### src/rtl/iter_ashr_unit.sv
// Iterative arithmetic right shifter: accepts a signed word and a shift amount,
// shifts one bit per clock with sign fill, then holds the result until consumed.
module iter_ashr_unit #(
    parameter int DATA_W  = 7,
    parameter int SHAMT_W = 3
) (
    input  logic               clk_i,
    input  logic               rst_i,
    input  logic               in_valid,
    output logic               in_ready,
    input  logic [DATA_W-1:0]  in_x,
    input  logic [SHAMT_W-1:0] shift_mag,
    output logic               out_valid,
    input  logic               out_ready,
    output logic [DATA_W-1:0]  out_x,
    output logic               busy
);

    typedef enum logic [1:0] {
        IDLE  = 2'd0,
        SHIFT = 2'd1,
        HOLD  = 2'd2
    } state_t;

    localparam logic [SHAMT_W-1:0] CNT_ZERO = SHAMT_W'(0);
    localparam logic [SHAMT_W-1:0] CNT_ONE  = SHAMT_W'(1);
    localparam logic [DATA_W-1:0]  DATA_ZERO = DATA_W'(0);

    state_t             state_r;
    state_t             state_s;
    logic [DATA_W-1:0]  data_r;
    logic [DATA_W-1:0]  data_s;
    logic [SHAMT_W-1:0] cnt_r;
    logic [SHAMT_W-1:0] cnt_s;
    logic               in_ready_r;
    logic               out_valid_r;
    logic               busy_r;

    // Next-state and datapath update for the shift sequencer.
    always_comb begin
        state_s = state_r;
        data_s  = data_r;
        cnt_s   = cnt_r;
        case (state_r)
            IDLE: begin
                if (in_valid) begin
                    data_s = in_x;
                    cnt_s  = shift_mag;
                    if (shift_mag == CNT_ZERO) begin
                        state_s = HOLD;
                    end else begin
                        state_s = SHIFT;
                    end
                end else begin
                    state_s = IDLE;
                end
            end
            SHIFT: begin
                data_s = {data_r[DATA_W-1], data_r[DATA_W-1:1]};
                cnt_s  = cnt_r - CNT_ONE;
                // Leaving at cnt_r == 1 keeps the counter from ever wrapping.
                if (cnt_r == CNT_ONE) begin
                    state_s = HOLD;
                end else begin
                    state_s = SHIFT;
                end
            end
            HOLD: begin
                if (out_ready) begin
                    state_s = IDLE;
                end else begin
                    state_s = HOLD;
                end
            end
            default: begin
                state_s = IDLE;
                data_s  = DATA_ZERO;
                cnt_s   = CNT_ZERO;
            end
        endcase
    end

    // State, datapath and handshake flags; flags are registered copies of the state decode.
    always_ff @(posedge clk_i) begin
        if (rst_i) begin
            state_r     <= IDLE;
            data_r      <= DATA_ZERO;
            cnt_r       <= CNT_ZERO;
            in_ready_r  <= 1'b1;
            out_valid_r <= 1'b0;
            busy_r      <= 1'b0;
        end else begin
            state_r     <= state_s;
            data_r      <= data_s;
            cnt_r       <= cnt_s;
            in_ready_r  <= (state_s == IDLE);
            out_valid_r <= (state_s == HOLD);
            busy_r      <= (state_s != IDLE);
        end
    end

    assign in_ready  = in_ready_r;
    assign out_valid = out_valid_r;
    assign busy      = busy_r;
    assign out_x     = data_r;

endmodule

### config.mk
export PLATFORM = sky130hd
export DESIGN_NAME = iter_ashr_unit
export DESIGN_NICKNAME = d
export VERILOG_FILES = /design/src/rtl/iter_ashr_unit.sv
export SDC_FILE = /design/constraint.sdc
export NUM_CORES = 1
export LEC_CHECK = 0
export ABC_AREA = 0
export BUFFER_PORTS_ARGS = -buffer_cell sky130_fd_sc_hd__buf_2
export CAP_MARGIN = 20
export CORE_UTILIZATION = 35
export CTS_BUF_LIST = sky130_fd_sc_hd__clkbuf_16
export CTS_CLUSTER_DIAMETER = 150
export DETAILED_ROUTE_END_ITERATION = 8
export PLACE_DENSITY = 0.7
export SKIP_LAST_GASP = 1
export SLEW_MARGIN = 20
export SYNTH_ARGS = -nofsm -noshare
export SYNTH_HDL_FRONTEND = slang
export SYNTH_SLANG_ARGS = --single-unit
export TNS_END_PERCENT = 20
### constraint.sdc
create_clock -name clk_i -period 2.6 [get_ports clk_i]
set_input_delay 0.13 -clock clk_i [delete_from_list [all_inputs] [get_ports clk_i]]
set_output_delay 0.13 -clock clk_i [all_outputs]
set_load 0.01 [all_outputs]
==> results.toml <==
[outcome]
outcome = "finished, final reports clean"

[layout]
fillers = 217
final_common_cell = "buf_2"
stdcell_area_um2 = 966
syn2layout_area_growth_pct = 23.1
layout.cells.most_common_list = "buf_2, dfxtp_1, a21oi_1, inv_1, a22oi_1"
antennaDiodeCount = 0
finalCoreUtilization_pct = 47.3
nNetsFinal = 124
drive_above_1_share_pct = 29.1

[timing]
grt_setup_unrepaired = "no"
fmax_ghz = 0.560
min_period_ns = 1.79
fin_setup_tns_ns = 0
slew_violations = 0
finalHoldViolations = 0
skew_ns = 0.00166
setup_viol = 0
max_slew.worst_pin.slew_ns = 0.592
relSlewSlack_pct = 60.5
finalCritPeriodShare_pct = 68.7

[critical_path]
worstPathMaxFanout = 16
required_ns = 2.75
crit_chain = "inv_1, ha_1, nand2b_1, a21oi_1, a311oi_1"
timing.critical_path.from_type = "register"
crit_slowest_cell = "nand2b_1"
cpPeakStageDelay_ns = 0.50
end_kind = "register"
reg2reg_slack_ns = 0.81
worstSetupPathType = "register to register"
critPathArrivalTime_ns = 1.94

[synthesis]
yosysWarnings = 0
netlist_instances = 82
synthesis.area_um2 = 785
synth-seq-area-share_pct = 38.3
ys_seq_elements = 15
synth_cell_types = 29
synth_nets = 102
avgSynthCellArea_um2 = 9.57

[floorplan]
core_um2 = 2040
ios = 24
start_util_pct = 38.4
die_w_um = 49.3
chipHeight_um = 49.3
die_area_um2 = 2430
placementRows = 16

[power]
p_leak_uw = 0.000434
p_switching_uw = 199
peakVddDrop_mv = 0.458
p_per_area_nw_per_um2 = 763
p_int_uw = 538
p_comb_share_pct = 22.3
netSwitchingFraction_pct = 27.0
p_seq_share_pct = 37.6
pwr-share-clk_pct = 40.1

[detailed_routing]
vias = 718
wl_mm = 1.64
vias_per_cell = 5.52
ant_nets = 0
initialDrtViolationCount = 18
drc = 0
first_pass_iters = 5
wl_per_cell_um = 12.6

[placement]
dpl_cell_area_um2 = 886
dpl.hpwl_mm = 1.21
io_buffers = 23
gp_congestion = 0.701

[clock_network]
cts_sinks = 15
cts_buffer_depth = 2
cts_resized = 0
clockRootBuffer = "clkbuf_16"
h-tree-depth = 1
cts.reportedPaths.clkPinSlew_ns = 0.05
post_cts_buffers = 0
holdBufCountCts = 0
clkLatencyLatePin_ns = 0.24
numCtsBuffers = 3
cts_tree = "yes"

[grt]
grt-ovfl-total = 0
grt_util_all_layers_pct = 14.4
grt_pass1_vias = 639
grt_pass1_wl_mm = 2.70
grt_max_degree = 17
antenna_found_initial = 0

[min_path]
hp-class = "input pin to register"

[flow_run]
maxCapViolCount = 0
registers in the layout, summed over array words and instances (netlist names):
signal and flops:
out_x 7, cnt_r 3, state_r 2, busy 1, in_ready 1, out_valid 1
cell families (layout without fill, tap and decap cells):
logic type	after synthesis	in the layout	share of synthesized area (%)
compound gates	32	32	30.8
fa+ha+maj	6	6	9.57
buf+inv	13	34	9.41
flops	15	15	38.3
simple gates	16	16	12.0
worst paths after layout:
path                          from                    end  depth (start not counted)
max          state_r[0]$_SDFF_PP0_  out_x[3]$_SDFFE_PP0P_                          5
min                        in_x[6]  out_x[6]$_SDFFE_PP0P_                          3
max reg2reg  state_r[0]$_SDFF_PP0_  out_x[3]$_SDFFE_PP0P_                          5
min reg2reg  cnt_r[2]$_SDFFE_PP0P_  cnt_r[2]$_SDFFE_PP0P_                          2
power groups by stage:
stage / Sequential [uW] / Combinational (uW) / Clock [uW]
finish: 277 / 165 / 296
global route: 280 / 181 / 317
CTS: 277 / 165 / 304
detailed placement: 281 / 164 / 0
global placement: 280 / 159 / 0
floorplan: 289 / 116 / 0
Yosys cell counts (all sizes together):
cell | number | area (um^2)
and2 | 1 | 6.26
nor3 | 4 | 25.0
inv | 7 | 26.3
o31ai | 2 | 15.0
nand2 | 3 | 11.3
a211o | 1 | 8.76
o21ai | 1 | 5.00
nor2b | 3 | 18.8
dfxtp | 15 | 300
o2111a | 1 | 11.3
nand3b | 2 | 15.0
and2b | 1 | 7.51
a221oi | 1 | 8.76
o22a | 1 | 8.76
a22oi | 7 | 52.6
a21oi | 10 | 53.8
o311a | 1 | 10.0
nand2b | 1 | 6.26
a311oi | 7 | 67.6
buf | 6 | 47.5
nor2 | 1 | 3.75
ha | 6 | 75.1
metal layers:
| metal | vias to the layer above | GRT usage (%) | part of all wire, % |
|---|---|---|---|
| met5 | - | 0 | 0 |
| met4 | 0 | 2.94 | 0 |
| met3 | 0 | 4.36 | 6.2 |
| met2 | 19 | 24.9 | 49 |
| met1 | 347 | 17.3 | 45 |
| li1 | 352 | - | - |
area by class of cell:
type	count	area, um^2	share of cell area (%)
well taps	27	33.8	3.50
inverters	7	26.3	2.72
repair buffers	23	115	11.9
clock buffers	3	75.1	7.77
flip-flops and latches	15	300	31.1
multi-input cells	54	410	42.5
clock inverters	1	5.00	0.518
worst max-delay path: cells and delay by family (launching register included):
family	cells	cell delay, ns
AOI/OAI and AO/OA	2	0.40
buffers and inverters	1	0.08
DFF	1	0.36
adders and majority gates	1	0.35
and+or+nand+nor	1	0.50
per-stage QoR:
stage | power, uW | std cells | hold slack [ns] | setup slack (ns)
floorplan | 405 | 82 | 0.202 | 1.28
global placement | 439 | 126 | 0.420 | 0.893
detailed placement | 446 | 126 | 0.419 | 0.818
CTS | 747 | 130 | 0.163 | 0.829
global route | 779 | 130 | 0.186 | 0.660
finish | 737 | 130 | 0.166 | 0.814
Power figures use the tool's default switching activity.
